--- src/rtl/bias_seq_pkg.sv ---
// Shared types and sizing for the bias sequencer: lane count, word width, FSM states.
package bias_seq_pkg;
    localparam int QW    = 32;
    localparam int XW    = 4;
    localparam int IDX_W = $clog2(XW);

    typedef enum logic [1:0] {HDR, LOAD, RUN} bias_seq_state_t;
endpackage

--- src/rtl/bias_shadow_rf.sv ---
// XW x QW shadow register file; a commit strobe copies the shadow into the output bank,
// folding in a word written on the same edge.
module bias_shadow_rf
    import bias_seq_pkg::*;
(
    input  logic             clk,
    input  logic             rst,
    input  logic             we,
    input  logic [IDX_W-1:0] idx,
    input  logic [QW-1:0]    wdata,
    input  logic             commit,
    output logic [QW-1:0]    bias [XW]
);
    logic [QW-1:0] shadow [XW];

    always_ff @(posedge clk or posedge rst) begin
        if (rst) begin
            for (int k = 0; k < XW; k++) begin
                shadow[k] <= '0;
                bias[k]   <= '0;
            end
        end else begin
            for (int k = 0; k < XW; k++) begin
                if (we && idx == IDX_W'(k)) shadow[k] <= wdata;
                // The last lane is written on the commit edge itself, so bypass it.
                if (commit) bias[k] <= (we && idx == IDX_W'(k)) ? wdata : shadow[k];
            end
        end
    end
endmodule

--- src/rtl/bias_seq_ctrl.sv ---
// Loads a header (vector count) plus XW bias words, then passes exactly that many vectors
// downstream before accepting the next set. Data is combinational; only the handshake is gated.
module bias_seq_ctrl
    import bias_seq_pkg::*;
#(
    parameter int CNT_W = 16
) (
    input  logic          clk,
    input  logic          rst,
    input  logic [QW-1:0] cfg_data_i,
    input  logic          cfg_valid_i,
    output logic          cfg_ready_o,
    input  logic [QW-1:0] data_i [XW],
    input  logic          valid_i,
    output logic          ready_o,
    output logic [QW-1:0] data_o [XW],
    output logic          valid_o,
    input  logic          ready_i,
    output logic [QW-1:0] bias_o [XW],
    output logic          set_done_o
);
    localparam logic [IDX_W-1:0] IDX_LAST = IDX_W'(XW - 1);

    bias_seq_state_t  state, state_nx;
    logic [IDX_W-1:0] idx;
    logic [CNT_W-1:0] remaining;
    logic             cfg_hs, out_hs, sh_we, commit;
    logic             unused_hdr_bits;

    assign cfg_hs          = cfg_valid_i & cfg_ready_o;
    assign out_hs          = valid_o & ready_i;
    assign data_o          = data_i;
    assign unused_hdr_bits = ^cfg_data_i[QW-1:CNT_W];

    always_comb begin
        state_nx    = state;
        cfg_ready_o = 1'b0;
        valid_o     = 1'b0;
        ready_o     = 1'b0;
        sh_we       = 1'b0;
        commit      = 1'b0;
        case (state)
            HDR: begin
                cfg_ready_o = 1'b1;
                if (cfg_valid_i) state_nx = LOAD;
            end
            LOAD: begin
                cfg_ready_o = 1'b1;
                if (cfg_valid_i) begin
                    sh_we = 1'b1;
                    if (idx == IDX_LAST) begin
                        commit   = 1'b1;
                        state_nx = (remaining != '0) ? RUN : HDR;
                    end
                end
            end
            RUN: begin
                valid_o = valid_i;
                ready_o = ready_i;
                if (valid_i && ready_i && remaining == CNT_W'(1)) state_nx = HDR;
            end
            default: state_nx = HDR;
        endcase
    end

    always_ff @(posedge clk or posedge rst) begin
        if (rst) begin
            state      <= HDR;
            idx        <= '0;
            remaining  <= '0;
            set_done_o <= 1'b0;
        end else begin
            state      <= state_nx;
            set_done_o <= 1'b0;
            case (state)
                HDR: if (cfg_hs) begin
                    remaining <= cfg_data_i[CNT_W-1:0];
                    idx       <= '0;
                end
                LOAD: if (cfg_hs) idx <= (idx == IDX_LAST) ? '0 : idx + 1'b1;
                RUN: if (out_hs) begin
                    remaining  <= remaining - 1'b1;
                    set_done_o <= (remaining == CNT_W'(1));
                end
                default: ;
            endcase
        end
    end

    bias_shadow_rf u_shadow (
        .clk    (clk),
        .rst    (rst),
        .we     (sh_we),
        .idx    (idx),
        .wdata  (cfg_data_i),
        .commit (commit),
        .bias   (bias_o)
    );
endmodule

--- config.mk ---
export PLATFORM = sky130hd
export DESIGN_NAME = bias_seq_ctrl
export DESIGN_NICKNAME = d
export VERILOG_FILES = /design/src/rtl/bias_seq_pkg.sv /design/src/rtl/bias_shadow_rf.sv /design/src/rtl/bias_seq_ctrl.sv
export SDC_FILE = /design/constraint.sdc
export NUM_CORES = 1
export LEC_CHECK = 0
export CAP_MARGIN = 20
export CORE_AREA = 2 2 163 165
export DETAILED_ROUTE_END_ITERATION = 16
export DIE_AREA = 0 0 165 167
export GPL_TIMING_DRIVEN = 0
export PLACE_DENSITY = 0.8
export SYNTH_ARGS = -nofsm -noshare
export SYNTH_HDL_FRONTEND = slang
export SYNTH_SLANG_ARGS = --single-unit
--- constraint.sdc ---
create_clock -name clk -period 9.76 [get_ports clk]
set_clock_uncertainty 0.2 [all_clocks]
set_input_delay 0.976 -clock clk [delete_from_list [all_inputs] [get_ports clk]]
set_output_delay 0.976 -clock clk [all_outputs]
set_load 0.02 [all_outputs]
==> qor.yml <==
sta:
  period_share: 0.404
  period_minus_slack_ps: 3940
  slew_headroom: 0.408
  rsz0062_at_grt: "false"
  slew_viol_final: 0
  setup-tns-final_ps: 0
  setup_viol: 0
  timing.fmax_mhz: 254
  hold_viol_final: 0
  tightest_slew_ps: 888
placement:
  placed_cell_area_um2: 14800
  place_inst: 1461
  dp_hpwl_um: 19400
  port_buffers: 296
  place_congestion: 0.798
logic_synthesis:
  synth_area_leader_cell: "dfrtp_1"
  synth_top_area_frac: 0.537
  syn_nets: 1001
  synth_commonest_cells: "245 x dfrtp_1, 180 x mux2_4, 130 x buf_4"
  synth.area.top_cells: "dfrtp_1 54%, mux2_4 24%, buf_4 8.5%, nand2_1 3.6%, buf_6 1.8%"
  syn-cell-area_um2: 11400
  synthArstFlopShare: 1.00
  ys_seq_area_frac: 0.537
  synth_edf_count: 0
  ys_warn_count: 0
  synth_ff_type: "dfrtp_1"
  synth_cell_types: 44
  synth-seq-cells: 245
  syn_inst: 829
  yosysMostFrequentCell: "dfrtp_1"
  syn_avg_cell_area_um2: 13.8
cts:
  clkTransAtPathRegs_ps: 60
  cts_tree: "built"
  ctsHoldBuffers: 0
  numCtsBuffers: 26
  cts_setup_buffers: 0
  cts_buffer_depth: 3
  cts.sinks: 245
  cts.repair.resized: 0
  cts-root-buf: "clkbuf_16"
  ctsHtreeMaxLevel: 1
  clock_latency_ps: 520
detailed_routing:
  ant_nets: 0
  routed-via-count: 7298
  wl_um: 27700
  wl_per_cell_um: 18.3
  drc: 0
  firstDrtPassIters: 4
  drt_iter0_markers: 364
  vias_per_cell: 4.83
floorplanning:
  initial_core_util: 0.443
  std_cell_rows: 59
  ios: 425
  die_area_um2: 27600
  core-area_um2: 25800
  die_w_um: 165
  fp.dieH_um: 167
setup_path:
  crit_fanout: 10
  reg2reg_depth: 6
  crit_type: "reg -> out"
  crit_path_end_kind: "primary output"
  cp.required_ps: 8580
  worstSetupStartpointType: "flip-flop"
  arrival_ps: 2760
worst_hold_path:
  holdCritPathClass: "reg -> reg"
  hold_path_depth: 2
outcome:
  status: "finished clean"
final_layout:
  stdcell_count: 1510
  final_core_util: 0.612
  nFillCells: 1964
  nets: 1326
  drive_above_1_share: 0.339
  stdcell_area_um2: 15800
  area_delta_synth_final_pct: 38.0
power_and_ir_drop:
  ir_drop_mv: 0.178
  leakage_nw: 7.45
  total_power_w: 0.00507
  p_per_area_nw_per_um2: 322
grt:
  grt_use_total: 0.199
  grtUsageMet3: 0.0364
  grt_overflow: 0
  grtUsageMet2: 0.331
  grt_pass1_wl_um: 43200
  use_met1: 0.272
  antenna_found_initial: 1
  grt_pass1_vias: 7656
  busiest_layer: "met2"
  grt_start_max_net_pins: 127
run:
  drv_cap: 0
## layer usage
layer | wire, µm | vias up
li1 | - | 3340
met1 | 12100 | 3636
met2 | 13400 | 296
met3 | 1780 | 26
met4 | 331 | 0
met5 | 0 | -
## sequential cells by signal (all words and copies together), names as in the netlist
| register | count |
|---|---|
| state | 2 |
| remaining | 16 |
| u_shadow.shadow | 96 |
| idx | 2 |
| set_done_o | 1 |
| u_shadow.bias | 128 |
## per-stage QoR
stage	worst slack [ps]	hold slack [ps]
floorplan	1850	264
CTS	5800	279
global placement	-1060	259
global route	5680	297
finish	5820	277
detailed placement	6300	263
## worst max-delay path, stage by stage (launching register included)
cell and delay [ps]:
dfrtp_1 450, and2b_1 220, clkbuf_1 240, clkbuf_1 450
and2_1 200, clkdlybuf4s50_1 670
## worst paths after layout
kind                                          startpoint                        endpoint  slack, ps
setup / recovery                    state[0]$_DFFE_PP0P_                         valid_o       5820
min in group asynchronous                            rst   u_shadow.shadow[47]$_DFF_PP0_        840
hold reg to reg            u_shadow.bias[11]$_DFFE_PP0P_   u_shadow.bias[11]$_DFFE_PP0P_        280
max in group asynchronous                            rst  u_shadow.bias[124]$_DFFE_PP0P_       7440
hold / removal             u_shadow.bias[11]$_DFFE_PP0P_   u_shadow.bias[11]$_DFFE_PP0P_        280
setup reg to reg                remaining[0]$_DFFE_PP0P_       remaining[10]$_DFFE_PP0P_       7470
## area by class of cell
type                    count  area, µm²  share of cell area
flip-flops and latches    245       6130               0.389
inverters                   6       30.0             0.00191
plain buffers             167       1260              0.0798
clock inverters            15        181              0.0115
multi-input cells         411       4010               0.254
diodes                      1       2.50            0.000159
clock buffers              33        738              0.0468
well taps                 335        419              0.0266
repair buffers            297       2990               0.190
## kinds of logic after synthesis
| family | count (synthesis) | synth area share |
|---|---|---|
| adders and majority gates | 7 | 0.00767 |
| and+or+nand+nor | 159 | 0.0643 |
| AOI/OAI and AO/OA | 53 | 0.0305 |
| buffers and inverters | 173 | 0.112 |
| DFF | 245 | 0.537 |
| muxes | 192 | 0.249 |
## cells in the final DEF (no fill, tap or decap), types with 5 or more instances in the layout
cell / count
clkdlybuf4s50_1: 296
dfrtp_1: 245
mux2_4: 180
buf_4: 130
nand2_1: 109
clkbuf_16: 27
buf_6: 18
clkbuf_1: 15
a21oi_1: 14
nor2_1: 12
o21ai_0: 11
mux2_2: 10
clkinv_2: 10
ha_1: 7
and2_1: 6
buf_2: 6
inv_1: 5
o22ai_1: 5
nand3_1: 5
nand4_1: 5
a2bb2oi_1: 5
## report_power, final
group | switching (W) | total (W) | internal, W | leakage, nW
clock | 0.000406 | 0.00105 | 0.000641 | 0.466
combinational | 0.000972 | 0.00224 | 0.00127 | 4.02
sequential | 0.000268 | 0.00178 | 0.00152 | 2.96
total | 0.00165 | 0.00507 | 0.00343 | 7.45
Power figures use the tool's default switching activity.
